===== config.mk =====
export PLATFORM = sky130hd
export DESIGN_NAME = mult_issue_ctrl
export DESIGN_NICKNAME = d
export VERILOG_FILES = /design/src/rtl/mult_pkg.sv /design/src/rtl/mult_op_fifo.sv /design/src/rtl/mult_issue_ctrl.sv
export SDC_FILE = /design/constraint.sdc
export NUM_CORES = 1
export LEC_CHECK = 0
export ABC_AREA = 0
export CORE_MARGIN = 2
export CORE_UTILIZATION = 48
export CTS_CLUSTER_DIAMETER = 150
export DETAILED_ROUTE_END_ITERATION = 10
export PLACE_DENSITY = 0.77
export SYNTH_ARGS = -nofsm -noshare
export SYNTH_HDL_FRONTEND = slang
export SYNTH_SLANG_ARGS = --single-unit

===== constraint.sdc =====
create_clock -name clk -period 2.6 [get_ports clk]
set_clock_uncertainty 0.2 [all_clocks]
set_input_delay 0.39 -clock clk [delete_from_list [all_inputs] [get_ports clk]]
set_output_delay 0.39 -clock clk [all_outputs]
set_load 0.005 [all_outputs]

===== src/rtl/mult_pkg.sv =====
// Shared definitions for the multiplier issue wrapper: operand width defaults,
// controller state encoding and the busy-acknowledge window.
package mult_pkg;

  localparam int MBITS_DEF = 12;
  localparam int NBITS_DEF = 8;

  // Cycles ARM waits for mult to raise busy before the op is abandoned.
  localparam int ARM_LIMIT = 4;

  typedef enum logic [2:0] {
    IDLE,
    START,
    ARM,
    BUSY,
    DONE
  } state_t;

endpackage


===== src/rtl/mult_op_fifo.sv =====
// Small operand FIFO with synchronous write/pop; the head is visible
// combinationally so a pop and the operand load happen on the same edge.
module mult_op_fifo
  import mult_pkg::*;
#(
  parameter int W     = MBITS_DEF + NBITS_DEF,
  parameter int DEPTH = 4
) (
  input  logic         clk,
  input  logic         rst,
  input  logic         wr_en,
  input  logic [W-1:0] wr_data,
  input  logic         rd_en,
  output logic [W-1:0] rd_data,
  output logic         full,
  output logic         empty
);

  localparam int PW = $clog2(DEPTH);

  logic [W-1:0]  mem [DEPTH];
  logic [PW-1:0] wr_ptr_reg;
  logic [PW-1:0] rd_ptr_reg;
  logic [PW:0]   count_reg;
  logic          wr_ok;
  logic          rd_ok;

  assign full    = (count_reg == (PW + 1)'(DEPTH));
  assign empty   = (count_reg == '0);
  assign wr_ok   = wr_en && !full;
  assign rd_ok   = rd_en && !empty;
  assign rd_data = mem[rd_ptr_reg];

  always_ff @(posedge clk) begin
    if (wr_ok) begin
      mem[wr_ptr_reg] <= wr_data;
    end
  end

  // Pointers wrap naturally because DEPTH is a power of two.
  always_ff @(posedge clk or posedge rst) begin
    if (rst) begin
      wr_ptr_reg <= '0;
      rd_ptr_reg <= '0;
      count_reg  <= '0;
    end else begin
      if (wr_ok) wr_ptr_reg <= wr_ptr_reg + PW'(1);
      if (rd_ok) rd_ptr_reg <= rd_ptr_reg + PW'(1);
      case ({wr_ok, rd_ok})
        2'b10:   count_reg <= count_reg + (PW + 1)'(1);
        2'b01:   count_reg <= count_reg - (PW + 1)'(1);
        default: count_reg <= count_reg;
      endcase
    end
  end

endmodule


===== src/rtl/mult_issue_ctrl.sv =====
// Issue controller for the sequential signed multiplier: queues operand pairs,
// pulses start, times the busy window and presents the product or a timeout.
module mult_issue_ctrl
  import mult_pkg::*;
#(
  parameter int MBITS = MBITS_DEF,
  parameter int NBITS = NBITS_DEF,
  parameter int DEPTH = 4,
  parameter int TMO   = 64,
  parameter int CW    = 8
) (
  input  logic                   clk,
  input  logic                   rst,
  input  logic                   in_valid,
  output logic                   in_ready,
  input  logic [MBITS-1:0]       in_mpd,
  input  logic [NBITS-1:0]       in_mpr,
  output logic [MBITS-1:0]       mult_mpd,
  output logic [NBITS-1:0]       mult_mpr,
  output logic                   mult_start,
  input  logic                   mult_busy,
  input  logic [MBITS+NBITS-1:0] mult_prod,
  output logic                   out_valid,
  input  logic                   out_ready,
  output logic [MBITS+NBITS-1:0] out_prod,
  output logic [CW-1:0]          out_cycles,
  output logic                   out_tmo
);

  localparam int DW = MBITS + NBITS;

  state_t          state_reg, state_next;
  logic [CW-1:0]   cnt_reg, cnt_next, cnt_inc;
  logic [MBITS-1:0] mpd_reg, mpd_next;
  logic [NBITS-1:0] mpr_reg, mpr_next;
  logic            valid_reg, valid_next;
  logic [DW-1:0]   prod_reg, prod_next;
  logic [CW-1:0]   cycles_reg, cycles_next;
  logic            tmo_reg, tmo_next;
  logic            ready_en_reg;

  logic            fifo_rd;
  logic [DW-1:0]   fifo_head;
  logic            fifo_full;
  logic            fifo_empty;

  mult_op_fifo #(.W(DW), .DEPTH(DEPTH)) u_fifo (
    .clk     (clk),
    .rst     (rst),
    .wr_en   (in_valid && in_ready),
    .wr_data ({in_mpd, in_mpr}),
    .rd_en   (fifo_rd),
    .rd_data (fifo_head),
    .full    (fifo_full),
    .empty   (fifo_empty)
  );

  // Held low through reset and for the first edge after release.
  assign in_ready   = ready_en_reg && !fifo_full;
  assign mult_start = (state_reg == START);
  assign mult_mpd   = mpd_reg;
  assign mult_mpr   = mpr_reg;
  assign out_valid  = valid_reg;
  assign out_prod   = prod_reg;
  assign out_cycles = cycles_reg;
  assign out_tmo    = tmo_reg;
  assign cnt_inc    = (cnt_reg == {CW{1'b1}}) ? cnt_reg : cnt_reg + CW'(1);

  always_comb begin
    state_next  = state_reg;
    cnt_next    = cnt_reg;
    mpd_next    = mpd_reg;
    mpr_next    = mpr_reg;
    valid_next  = valid_reg;
    prod_next   = prod_reg;
    cycles_next = cycles_reg;
    tmo_next    = tmo_reg;
    fifo_rd     = 1'b0;
    case (state_reg)
      IDLE: begin
        if (!fifo_empty && !valid_reg) begin
          fifo_rd    = 1'b1;
          mpd_next   = fifo_head[DW-1:NBITS];
          mpr_next   = fifo_head[NBITS-1:0];
          state_next = START;
        end
      end
      START: begin
        cnt_next   = '0;
        state_next = ARM;
      end
      ARM: begin
        if (mult_busy) begin
          // The busy cycle seen here is the first one of the op.
          cnt_next   = CW'(1);
          state_next = BUSY;
        end else if (cnt_reg == CW'(ARM_LIMIT - 1)) begin
          prod_next   = '0;
          cycles_next = '0;
          tmo_next    = 1'b1;
          valid_next  = 1'b1;
          state_next  = DONE;
        end else begin
          cnt_next = cnt_inc;
        end
      end
      BUSY: begin
        if (!mult_busy) begin
          prod_next   = mult_prod;
          cycles_next = cnt_reg;
          tmo_next    = 1'b0;
          valid_next  = 1'b1;
          state_next  = DONE;
        end else if (cnt_reg == CW'(TMO)) begin
          prod_next   = '0;
          cycles_next = cnt_reg;
          tmo_next    = 1'b1;
          valid_next  = 1'b1;
          state_next  = DONE;
        end else begin
          cnt_next = cnt_inc;
        end
      end
      DONE: begin
        if (out_ready) begin
          valid_next = 1'b0;
          state_next = IDLE;
        end
      end
      default: state_next = IDLE;
    endcase
  end

  always_ff @(posedge clk or posedge rst) begin
    if (rst) begin
      state_reg    <= IDLE;
      cnt_reg      <= '0;
      mpd_reg      <= '0;
      mpr_reg      <= '0;
      valid_reg    <= 1'b0;
      prod_reg     <= '0;
      cycles_reg   <= '0;
      tmo_reg      <= 1'b0;
      ready_en_reg <= 1'b0;
    end else begin
      state_reg    <= state_next;
      cnt_reg      <= cnt_next;
      mpd_reg      <= mpd_next;
      mpr_reg      <= mpr_next;
      valid_reg    <= valid_next;
      prod_reg     <= prod_next;
      cycles_reg   <= cycles_next;
      tmo_reg      <= tmo_next;
      ready_en_reg <= 1'b1;
    end
  end

endmodule


==> results by group <==
Pwr
  • Seq pwr share: 0.411
  • Fraction of power consumed by the clock network: 0.286
  • Power density cells: about 1100 nW/um^2
  • Power share of the combinational group: 0.303
  • Total leakage power: 2.931 nW
  • Switching power: 2.305 mW
  • Proportion of total power due to net switching: 0.2745
  • Internal power summed over all cells: 6.092 mW
  • Max rail drop VDD: 0.6794 mV

Timing
  • Unrepaired setup endpoints after global routing: false
  • Final setup margin: 0.1840 ns
  • Hold WS: 0.1357 ns
  • Tcrit/Tclk final: 0.9292
  • Hold Fails Final Rpt: 0
  • Transition time of the tightest slew-check pin: 0.6829 ns
  • Min cycle time layout: 2.416 ns
  • Aggregate negative setup slack: 0 ns
  • Number of slew-limit violations in the final report: 0
  • Highest clock frequency the design can meet: just over 400 MHz
  • Tightest slew margin relative to the limit: 0.5447
  • Final setup violation count: 0

Clock tree
  • Number of clock sinks seen by CTS: roughly 150
  • Source-to-sink clock delay at the later pin of the worst-skew pair: 0.41 ns
  • TritonCTS clock tree: built
  • Setup Fix Bufs, Post-CTS: 0
  • Clock-pin slew on the worst setup and hold paths: 0.06 ns
  • Clock buffer count from CTS: 17
  • Root buffer cell: sky130_fd_sc_hd__clkbuf_16
  • CTS H-Tree Depth: 4
  • CTS Hold Bufs: 0
  • Worst-case clock buffer depth: 2

Floorplanning
  • Effective utilization at floorplan: 0.4878
  • Die boundary height: about 110 um
  • Core Box Area: 11910 sq um
  • Area of the die: 13000 sq um
  • Num ports: 97
  • Placement row count: 40
  • Horizontal die dimension: 114.0 um

Global routing
  • Vias in the first global route: between 3000 and 4000
  • Global-route wire length before repair: 19.24 mm
  • Antenna violations before repair: 0
  • Global route total overflow: 0
  • Largest net degree at the start of global routing: 24
  • Total Routing Usage GR: 0.1975

Route
  • Average via count per standard cell: 5.567
  • Wire length on met3: 721 um
  • DRC Markers: 0
  • Wire length per cell: 19.30 um
  • Highest metal layer used by the detailed router: met4
  • Number of iterations in the first detailed-routing pass: 5
  • Detailed Route Iter0 Violations: about 210
  • Residual antenna-violating net count after detailed routing: 0
  • Via count: roughly 3400
  • Routed metal-1 wire length: roughly 4.9 mm
  • Final wirelength: 11.95 mm
  • Detailed route wirelength on metal2: 6.152 mm

Setup path
  • Crit end category: output port
  • Flop2flop setup slack: 0.25 ns
  • Class of the most critical setup path: flip-flop to output port
  • Worst path arrival time: 1.83 ns
  • Startpoint Class: flip-flop
  • CP Max Fanout: 6
  • Worst endpoint required time: roughly 2.0 ns

Logic synthesis
  • Largest family of logic cells by synthesized area: multiplexers
  • Simple logic cell fraction of the synthesized area: 0.03941
  • Synth Cell Area: 5811 sq um
  • Top flip-flop cell by instance count after synthesis: sky130_fd_sc_hd__edfxtp_1
  • Adder-cell area share of the yosys netlist: 0.01852
  • Mean instance size in the synthesized netlist: 16.94 sq um
  • YS warnings: 0
  • Share of the synthesized area in compound gates (AO/OA/AOI/OAI): 0.07967
  • Net count of the mapped netlist: about 400
  • Post-synthesis instance total: 343
  • Number of flops mapped to enable cells by yosys: 80
  • Mux share of post-synthesis cell area: 0.1180
  • Synth unique cells: 44
  • Number of synthesized register bits: 149
  • Area share of xor/xnor cells in the synthesized design: 0.009044
  • Sequential area share after synthesis: 0.7106
  • Asr flop ratio synth: 0.4631

Finish
  • Area delta synth->final: 31.14%
  • Reg area: 4129 sq um
  • Diode count: 0
  • Number of flip-flops in the largest register: 80
  • Filler instances: about 860
  • Number of nets in the final layout: 512
  • Final Core Density: 0.6397
  • Area taken by multi-input logic gates: 1560 sq um
  • Register ranked first by flip-flop count: u_fifo.mem
  • Share of post-route cells with drive strength above 1: 0.1949

Place
  • DPL Wire Length: 7.695 mm
  • Pre-CTS setup slack: 0.1750 ns
  • Port bufs: between 90 and 100
  • Weighted congestion reported at the end of routability-driven placement: 0.8509

Run
  • Max capacitance violation total: 0

Hold path
  • Worst min-delay path class: input pin to asynchronous set/reset pin

Run status
  • Result of the run: finished clean
## through the flow
stage               power (mW)  std cells  area (sq um)
floorplan                4.806        343          5811
global placement         5.923        587          7029
detailed placement       6.046        587          7029
CTS                      8.491        619          7614
global route             8.855        619          7620
finish                   8.397        619          7620
## Yosys cell counts, drive strengths merged, types with 2 or more instances
cell type / count / area share
a21oi: 12 / 0.010
a22o: 29 / 0.044
a31oi: 3 / 0.0032
and3: 5 / 0.0054
buf: 8 / 0.0099
clkbuf: 7 / 0.0045
dfrtp: 69 / 0.30
edfxtp: 80 / 0.41
ha: 7 / 0.015
inv: 15 / 0.0097
mux2: 20 / 0.039
mux4: 20 / 0.078
nand2: 14 / 0.0090
nand2b: 2 / 0.0022
nand3: 3 / 0.0026
nor2: 11 / 0.0071
nor3: 3 / 0.0026
nor4b: 2 / 0.0041
o21ai: 10 / 0.0093
o31ai: 2 / 0.0026
xnor2: 3 / 0.0045
xor2: 3 / 0.0045
## worst max-delay path, stage by stage (launching register included)
cell                              delay (ns)
sky130_fd_sc_hd__dfrtp_1                0.35
sky130_fd_sc_hd__inv_1                  0.08
sky130_fd_sc_hd__a31oi_1                0.40
sky130_fd_sc_hd__clkdlybuf4s50_1        0.59
## logic make-up after synthesis
| family | count (synthesis) |
|---|---|
| simple gates | 45 |
| mux | 41 |
| flops | 149 |
| other cells | 1 |
| compound gates | 63 |
| buf+inv | 30 |
| xor+xnor | 6 |
| fa+ha+maj | 8 |
## layout by cell type, fill, tap and decap left out, types with 2 or more instances in the layout
| cell | count |
|---|---|
| sky130_fd_sc_hd__a22o_1 | 28 |
| sky130_fd_sc_hd__nand3_1 | 3 |
| sky130_fd_sc_hd__a21oi_1 | 12 |
| sky130_fd_sc_hd__inv_1 | 13 |
| sky130_fd_sc_hd__nor2_1 | 11 |
| sky130_fd_sc_hd__and3_1 | 5 |
| sky130_fd_sc_hd__nor3_1 | 3 |
| sky130_fd_sc_hd__inv_2 | 2 |
| sky130_fd_sc_hd__a31oi_1 | 3 |
| sky130_fd_sc_hd__clkbuf_1 | 3 |
| sky130_fd_sc_hd__bufinv_16 | 3 |
| sky130_fd_sc_hd__buf_4 | 14 |
| sky130_fd_sc_hd__dfrtp_1 | 69 |
| sky130_fd_sc_hd__o31ai_1 | 2 |
| sky130_fd_sc_hd__ha_1 | 7 |
| sky130_fd_sc_hd__nand2_1 | 14 |
| sky130_fd_sc_hd__o21ai_0 | 8 |
| sky130_fd_sc_hd__xnor2_1 | 3 |
| sky130_fd_sc_hd__clkdlybuf4s50_1 | 96 |
| sky130_fd_sc_hd__clkinv_2 | 5 |
| sky130_fd_sc_hd__buf_12 | 2 |
| sky130_fd_sc_hd__mux2_2 | 20 |
| sky130_fd_sc_hd__clkbuf_16 | 17 |
| sky130_fd_sc_hd__mux4_2 | 20 |
| sky130_fd_sc_hd__edfxtp_1 | 80 |
| sky130_fd_sc_hd__clkinvlp_4 | 2 |
| sky130_fd_sc_hd__nand2b_1 | 2 |
| sky130_fd_sc_hd__xor2_1 | 3 |
| sky130_fd_sc_hd__o21ai_2 | 2 |
## final timing paths
| check | startpoint | end | depth (start not counted) |
|---|---|---|---|
| worst min-delay path | rst | out_cycles[7] | 2 |
| min in group clk | u_fifo.count_reg[0] | u_fifo.count_reg[0] | 1 |
| worst max-delay path | u_fifo.count_reg[1] | in_ready | 3 |
| worst min register to register | u_fifo.count_reg[0] | u_fifo.count_reg[0] | 1 |
| max in group asynchronous | rst | state_reg[2] | 3 |
| worst max register to register | cnt_reg[0] | out_prod[5] | 8 |
## area by class of cell
| type | count | share of cell area |
|---|---|---|
| Clock buffer | 21 | 0.05911 |
| Clock inverter | 11 | 0.01757 |
| Inverter | 15 | 0.007389 |
| Tap cell | 147 | 0.02414 |
| Sequential cell | 149 | 0.5419 |
| Multi-Input combinational cell | 164 | 0.2048 |
| Timing Repair Buffer | 112 | 0.1452 |
## per-layer routing
metal,vias to the layer above,global-route usage
met5,-,0
met2,134,0.3444
met1,1733,0.2361
met4,0,0.07724
met3,22,0.05048
li1,1557,-
## power groups by stage
stage | combinational, mW | clock [mW] | sequential, mW
after CTS | 2.58 | 2.45 | 3.46
after floorplan | 1.41 | 0 | 3.39
after detailed placement | 2.56 | 0 | 3.49
after global placement | 2.47 | 0 | 3.45
final | 2.55 | 2.40 | 3.45
after global routing | 2.79 | 2.54 | 3.52
## repair_timing
| action | CTS | global route |
|---|---|---|
| resized for setup | 0 | 1 |
| hold endpoints to repair | 0 | 0 |
| endpoints found under the setup margin | 0 | 19 |
Note: power is estimated with default switching activity, not from simulation.
